===== config.mk =====
export PLATFORM = sky130hd
export DESIGN_NAME = fir_filter_param
export DESIGN_NICKNAME = d
export VERILOG_FILES = /design/src/rtl/fir_filter_param.sv
export SDC_FILE = /design/constraint.sdc
export NUM_CORES = 1
export LEC_CHECK = 0
export ABC_AREA = 1
export BUFFER_PORTS_ARGS = -buffer_cell sky130_fd_sc_hd__buf_4
export CORE_MARGIN = 4
export CORE_UTILIZATION = 30
export CTS_BUF_LIST = sky130_fd_sc_hd__clkbuf_4 sky130_fd_sc_hd__clkbuf_8 sky130_fd_sc_hd__clkbuf_16
export CTS_CLUSTER_SIZE = 16
export DETAILED_ROUTE_END_ITERATION = 16
export SLEW_MARGIN = 10
export SYNTH_ARGS = -nofsm -noshare
export SYNTH_HDL_FRONTEND = slang
export SYNTH_SLANG_ARGS = --single-unit

===== constraint.sdc =====
create_clock -name clk -period 9.3 [get_ports clk]
set_input_delay 1.395 -clock clk [delete_from_list [all_inputs] [get_ports clk]]
set_output_delay 1.395 -clock clk [all_outputs]
set_load 0.01 [all_outputs]

===== src/rtl/fir_filter_param.sv =====
// Sequential alternating-sign FIR: one multiply-accumulate per cycle over NTAPS taps,
// saturated magnitude output, one-deep queued sample/coefficient strobes with overrun flagging.
module fir_filter_param #(
  parameter int unsigned NTAPS      = 4,
  parameter int unsigned DATA_W     = 16,
  parameter int unsigned COEF_W     = 16,
  parameter int unsigned SAMPLE_CNT = 1000
) (
  input  logic              clk,
  input  logic              rst,
  input  logic [DATA_W-1:0] sample_data,
  input  logic [COEF_W-1:0] fir_coefficient,
  input  logic              load_coeff,
  input  logic              data_ready,
  output logic              samples_done,
  output logic              modwait,
  output logic [DATA_W-1:0] fir_out,
  output logic              err
);
  localparam int unsigned KW = $clog2(NTAPS);
  localparam int unsigned PW = DATA_W + COEF_W;
  localparam int unsigned AW = PW + KW + 1;
  localparam int unsigned CW = $clog2(SAMPLE_CNT + 1);

  typedef enum logic [1:0] {IDLE, LOAD, MAC, DONE} state_t;
  state_t state, state_nxt;

  logic                 dr_q, lc_q, dr_pend, lc_pend, ovr_seen;
  logic                 dr_edge, lc_edge, overrun;
  logic                 start_mac, do_load, do_mac, do_done, last_k;
  logic [DATA_W-1:0]    tap  [NTAPS];
  logic [COEF_W-1:0]    coef [NTAPS];
  logic [KW-1:0]        k, coef_ptr;
  logic [CW-1:0]        cnt, cnt_inc;
  logic signed [AW-1:0] acc, term, res;
  logic [AW-1:0]        mag;
  logic [PW-1:0]        prod;
  logic                 ovf;

  always_ff @(posedge clk) begin
    if (rst) state <= IDLE;
    else     state <= state_nxt;
  end

  always_comb begin
    state_nxt = state;
    case (state)
      IDLE: begin
        if (dr_pend)      state_nxt = MAC;
        else if (lc_pend) state_nxt = LOAD;
      end
      LOAD:    state_nxt = IDLE;
      MAC:     if (last_k) state_nxt = DONE;
      DONE:    state_nxt = IDLE;
      default: state_nxt = IDLE;
    endcase
  end

  always_comb begin
    start_mac = 1'b0;
    do_load   = 1'b0;
    do_mac    = 1'b0;
    do_done   = 1'b0;
    case (state)
      IDLE:    start_mac = dr_pend;
      LOAD:    do_load   = 1'b1;
      MAC:     do_mac    = 1'b1;
      DONE:    do_done   = 1'b1;
      default: ;
    endcase
  end

  always_comb begin
    dr_edge = data_ready & ~dr_q;
    lc_edge = load_coeff & ~lc_q;
    overrun = (dr_edge & dr_pend) | (lc_edge & lc_pend);
    last_k  = (k == KW'(NTAPS - 1));
    prod    = PW'(tap[k]) * PW'(coef[k]);
    term    = AW'(prod);
    // Arithmetic shift floors negative results toward minus infinity.
    res     = acc >>> COEF_W;
    mag     = res[AW-1] ? AW'(-res) : AW'(res);
    ovf     = |(mag >> DATA_W);
    cnt_inc = cnt + 1'b1;
  end

  always_ff @(posedge clk) begin
    if (rst) begin
      dr_q         <= 1'b0;
      lc_q         <= 1'b0;
      dr_pend      <= 1'b0;
      lc_pend      <= 1'b0;
      ovr_seen     <= 1'b0;
      k            <= '0;
      coef_ptr     <= '0;
      cnt          <= '0;
      acc          <= '0;
      modwait      <= 1'b0;
      samples_done <= 1'b0;
      fir_out      <= '0;
      err          <= 1'b0;
      for (int unsigned i = 0; i < NTAPS; i++) begin
        tap[i]  <= '0;
        coef[i] <= '0;
      end
    end else begin
      dr_q         <= data_ready;
      lc_q         <= load_coeff;
      modwait      <= (state_nxt != IDLE);
      samples_done <= 1'b0;

      // An edge landing on an already-set flag is dropped; the flag is never re-armed by it.
      if (start_mac)             dr_pend <= 1'b0;
      if (dr_edge && !dr_pend)   dr_pend <= 1'b1;
      if (do_load)               lc_pend <= 1'b0;
      if (lc_edge && !lc_pend)   lc_pend <= 1'b1;

      if (start_mac)    ovr_seen <= overrun;
      else if (overrun) ovr_seen <= 1'b1;

      if (overrun) err <= 1'b1;

      if (start_mac) begin
        for (int unsigned i = NTAPS - 1; i > 0; i--) tap[i] <= tap[i-1];
        tap[0] <= sample_data;
        acc    <= '0;
        k      <= '0;
      end

      if (do_mac) begin
        acc <= k[0] ? acc - term : acc + term;
        k   <= k + 1'b1;
      end

      if (do_load) begin
        coef[coef_ptr] <= fir_coefficient;
        coef_ptr       <= (coef_ptr == KW'(NTAPS - 1)) ? '0 : coef_ptr + 1'b1;
        cnt            <= '0;
        err            <= overrun;
      end

      if (do_done) begin
        fir_out <= ovf ? '1 : mag[DATA_W-1:0];
        err     <= ovf | ovr_seen | overrun;
        if (cnt_inc == CW'(SAMPLE_CNT)) begin
          samples_done <= 1'b1;
          cnt          <= '0;
        end else begin
          cnt <= cnt_inc;
        end
      end
    end
  end

endmodule


==> flow_summary.ini, run 1 <==
[place]
preCtsSetupSlack_ns = 0.2478
dp_hpwl_um = 42880
dp_cells = 3631
portBuffers = 54
gp_congestion = 0.9532

[setup_path]
crit_family = adder cells
cpMaxStageDelayCell = fa_1
worstPathRequired_ns = 9.78
cp_num_buf_inv = 9
crit_path_frequent_cell = fa_1
start_kind = flip-flop
max_stage_delay_ns = 0.57
worst-path-max-fanout = 34
critPathKind = flip-flop to flip-flop
cp-end-kind = flip-flop
cp.arrival_ns = 9.27

[clocking]
clockBufferDepth = 3
cts-root-buf = clkbuf_16
cts.clk_slew.worst_paths_ns = 0.06
postCtsHoldBufs = 0
cts_tree = yes
clock_latency_ns = 0.56
clock-sinks = 205
h-tree-depth = 1
cts_buffers = 24

[job]
cap_viol_max_count = 0

[logic_synthesis]
synth_fa_ha_area_frac = 0.2750
syn_area_sq_um = 20700
synth-seq-cells = 205
yosys.area_share.simple = 0.2292
synth_mux_area_frac = 0
syn_area_per_cell_sq_um = 7.603
synth_top_family_by_area = adder cells
synth_top_area_cell = fa_1
yosysTopAreaCellShare = 0.1886
synthXorXnorAreaFrac = 0.02146
ys.flop_type = edfxtp_1
yosys.cell_types.count = 56
yosysSeqAreaShare = 0.2601
synth.area.top_cells = fa_1, edfxtp_1, nand2_1, inv_1, ha_1
syn_inst = 2723
synth_edf_count = 128
synth_compound_area_frac = 0.09380
yosysWarnings = 0
synth_nets = 3097
synthArstFlopShare = 0

[route]
num_vias = 17440
drtIter0Drc = 1285
drt_pre_antenna_iters = 6
ant_nets = 0
viasPerCell = 4.737
route.detailed.drc = 0
wl_um = 54740
routedWlPerCell_um = 14.87

[cells_and_area]
antenna_cells = 0
layout-drive-gt1-share = 0.09464
filler_cell_count = 7239
final_common_cell = nand2_1
area_growth_pct = 13.11
final_cell_mix = nand2_1, inv_1, nor2_1
final_cells = 3682
final_nets = 3157
fin_util = 0.3420

[timing]
tightest_slew_ns = 0.9786
relSlewSlack = 0.3476
grt_setup_unrepaired = false
timing.final.hold_violations = 0
fin_crit_ns = 8.785
fin_crit_sh = 0.9446
setup_viol = 0
fin_tns_setup_ns = 0
slew_violations = 0
skew_ns = 0.01687
fin_ws_ns = 0.5148
fmax_mhz = 113.8

[die]
die_y_um = 270.7
die_area_sq_um = 73280
num_rows = 96
core_sq_um = 68470
die_w_um = 270.7
start_util = 0.3024
ios = 55

[grt]
grt_util_all_layers = 0.1501
grt_pass1_vias = 17370
antenna_found_initial = 0
grt_pass1_wl_um = 91020
grt_overflow = 0
grt_start_max_net_pins = 80

[worst_hold_path]
hp-class = flip-flop to flip-flop

[run_status]
status = complete, no violations
[sequential cells by signal (all words and copies together), names as in the netlist, 2 cells and up, named ones only]
name / cells
coef: 64
coef_ptr: 2
k: 2
acc: 35
state: 2
cnt: 10
tap: 64
fir_out: 16
[metal layers]
metal	vias to the layer above	global-route usage	share of wire
met1	8376	0.2074	0.46
met2	424	0.2506	0.46
li1	8581	-	-
met4	0	0.03811	0.025
met5	-	0	0
met3	62	0.01853	0.055
[cells in the mapped netlist (11+ instances only)]
cell	count
nand2_1	577
xnor2_1	11
ha_1	143
inv_2	14
nand4_1	16
a31oi_1	12
a21oi_1	172
a32oi_1	31
dfxtp_1	77
nand3b_1	11
nand3_1	80
inv_1	559
xor2_1	36
clkbuf_1	61
or2_2	21
fa_1	195
nor3_1	14
o21ai_0	60
edfxtp_1	128
nand2_2	23
nor2_1	374
[cell families (layout without fill, tap and decap cells)]
group	Yosys count	count (layout)
AO/OA/AOI/OAI	329	329
XOR/XNOR	49	49
adder cells (fa/ha/maj)	338	338
buffers and inverters	657	734
flip-flops	205	205
AND/OR/NAND/NOR	1145	1145
[path summary, 6_finish.rpt]
path | start | end | slack [ns] | depth (start not counted)
worst max-delay path | flip-flop | acc[34] | 0.51 | 39
worst min register to register | acc[3] | acc[3] | 0.47 | 2
worst max register to register | flip-flop | acc[34] | 0.51 | 39
worst min-delay path | acc[3] | acc[3] | 0.47 | 2
[metrics by stage]
stage               hold WS [ns]  instance area, sq um
finish                    0.4715                 23420
global route              0.4850                 23420
CTS                       0.4717                 23210
detailed placement        0.4624                 22360
global placement          0.4500                 22360
floorplan                 0.4409                 20700
[worst register-to-register path, delay by kind of cell, from the launching register on]
family / cells / cell delay [ns]
fa+ha+maj: 8 / 3.83
compound gates: 8 / 1.42
simple gates: 12 / 1.36
buf+inv: 9 / 1.15
xor+xnor: 2 / 0.55
flops: 1 / 0.43
[area by class of cell]
type	count	area, sq um	area share
Clock inverter	12	187.7	0.008015
Inverter	578	2196	0.09378
Clock buffer	31	659.4	0.02816
Tap cell	882	1104	0.04713
Multi-Input combinational cell	1861	12910	0.5515
Timing Repair Buffer	113	968.4	0.04136
Sequential cell	205	5386	0.2300
[timing repair]
action / in CTS / in global routing
buffers inserted: 0 / 7
setup endpoints to repair: 0 / 18
gates resized for setup: 0 / 29
Power of run 1 is not shown: default switching activity piles up to over one toggle a cycle in this logic, so the estimate is an artifact.
==> run 2, diff against run 1 <==
--- a/config.mk
+++ b/config.mk
@@ -8,10 +8,11 @@
 export ABC_AREA = 1
 export BUFFER_PORTS_ARGS = -buffer_cell sky130_fd_sc_hd__buf_4
 export CORE_MARGIN = 4
-export CORE_UTILIZATION = 30
+export CORE_UTILIZATION = 65
 export CTS_BUF_LIST = sky130_fd_sc_hd__clkbuf_4 sky130_fd_sc_hd__clkbuf_8 sky130_fd_sc_hd__clkbuf_16
 export CTS_CLUSTER_SIZE = 16
 export DETAILED_ROUTE_END_ITERATION = 16
+export PLACE_DENSITY = 0.83
 export SLEW_MARGIN = 10
 export SYNTH_ARGS = -nofsm -noshare
 export SYNTH_HDL_FRONTEND = slang
==> run 2 against run 1 <==
Against the previous run: global-route usage grew 17 points; sequential cell count did not move; worst hold slack lost 0.0037 ns; utilization increased by 39 points; setup slack got worse by 0.025 ns; critical endpoint is now acc[33].
==> flow_summary.ini, run 2 (same netlist as run 1, synthesis figures left out) <==
[cells_and_area]
area_growth_pct = 11.46
layout-drive-gt1-share = 0.1085
final_nets = 3197
antenna_cells = 0
reg_top3 = coef: 64 flops, tap: 64 flops, acc: 35 flops
final_common_cell = nand2_1
final_cell_area_sq_um = 23070
final_cell_mix = nand2_1, inv_1, nor2_1

[route]
drtIter0Drc = 1521
viasPerCell = 5.674
wl_um = 56820
ant_nets = 0
drt_pre_antenna_iters = 6
route.detailed.drc = 0
routedWlPerCell_um = 17.53
num_vias = 18390

[die]
core_sq_um = 31470
num_rows = 65
ios = 55
die_y_um = 186.5
die_area_sq_um = 34770
die_w_um = 186.5
start_util = 0.6578

[grt]
antenna_found_initial = 0
grt_pass1_vias = 18550
grt_start_max_net_pins = 80
grt_util_all_layers = 0.3228
grt_overflow = 0
grt_pass1_wl_um = 92650

[timing]
fin_crit_sh = 0.9473
tightest_slew_ns = 0.9921
fin_crit_ns = 8.810
skew_ns = 0.01212
setup_viol = 0
slew_violations = 0
relSlewSlack = 0.3370
timing.final.hold_violations = 0
fmax_mhz = 113.5

[worst_hold_path]
hp-class = flip-flop to flip-flop

[run_status]
status = complete, no violations

[setup_path]
critPathKind = flip-flop to flip-flop
cpMaxStageDelayCell = fa_1
crit_family = adder cells
cp.arrival_ns = 9.27
cp-end-kind = flip-flop
worst-path-max-fanout = 31
max_stage_delay_ns = 0.56
worstPathRequired_ns = 9.76
start_kind = flip-flop
cp_num_buf_inv = 11
crit_path_frequent_cell = nand2_1

[clocking]
cts_buffers = 22
h-tree-depth = 1
clock_latency_ns = 0.53
clockBufferDepth = 3
clock-sinks = 205
postCtsHoldBufs = 0
cts_tree = yes
cts.clk_slew.worst_paths_ns = 0.06
cts-root-buf = clkbuf_16

[place]
portBuffers = 54
placed_cell_area_sq_um = 22030
dp_hpwl_um = 43610
gp_congestion = 0.9908

[job]
cap_viol_max_count = 0
==> run 2: changes by cell type in the layout (fill, tap and decap cells not counted), sizes merged <==
cell	change
clkinvlp	+2
clkbuf	-2
bufinv	-2
buf	+42
clkinv	-1
==> run 2: worst min-delay path, cell delays in order (launching register included) <==
cell and delay [ns]:
dfxtp_1 0.31, nand2_1 0.06, a21oi_1 0.05
==> run 2: final cells by class <==
class	count	area, sq um
fillers	2433	8399
clock buffers	29	639.4
multi-input cells	1861	12950
clock inverters	11	117.6
repair buffers	155	1262
flip-flops and latches	205	5389
inverters	578	2210
well taps	402	503.0
==> run 2: routing by layer <==
metal / GRT usage / wire length (um) / share of wire
met5: 0 / 0 / 0
met3: 0.05200 / 5010 / 0.088
met2: 0.5341 / 26500 / 0.47
met4: 0.1203 / 2128 / 0.037
met1: 0.4343 / 23170 / 0.41
==> run 2: repair_timing <==
action | in CTS | in global routing
resized for setup | 0 | 40
endpoints found under the setup margin | 0 | 18
buffers inserted | 0 | 10
hold endpoints to repair | 0 | 0
==> run 2: per-stage QoR <==
stage	setup slack, ns	hold slack, ns	std cells	TNS [ns]	utilization
3_3_place_gp	0.4037	0.4510	3190	0	0.7001
5_1_grt	-0.02938	0.4848	3241	-0.02938	0.7331
2_1_floorplan	0.9572	0.4409	2723	0	-
3_5_place_dp	0.2154	0.4628	3190	0	0.7001
6_report	0.4899	0.4677	3241	0	0.7331
4_1_cts	0.1725	0.4722	3230	0	0.7241
==> run 2: path summary, 6_finish.rpt <==
| kind | startpoint | endpoint | slack, ns | cells past startpoint |
|---|---|---|---|---|
| setup reg to reg | flip-flop | acc[33] | 0.49 | 44 |
| setup / recovery | flip-flop | acc[33] | 0.49 | 44 |
| hold reg to reg | acc[0] | acc[0] | 0.47 | 2 |
| hold / removal | acc[0] | acc[0] | 0.47 | 2 |
Power of run 2 is left out for the same reason.
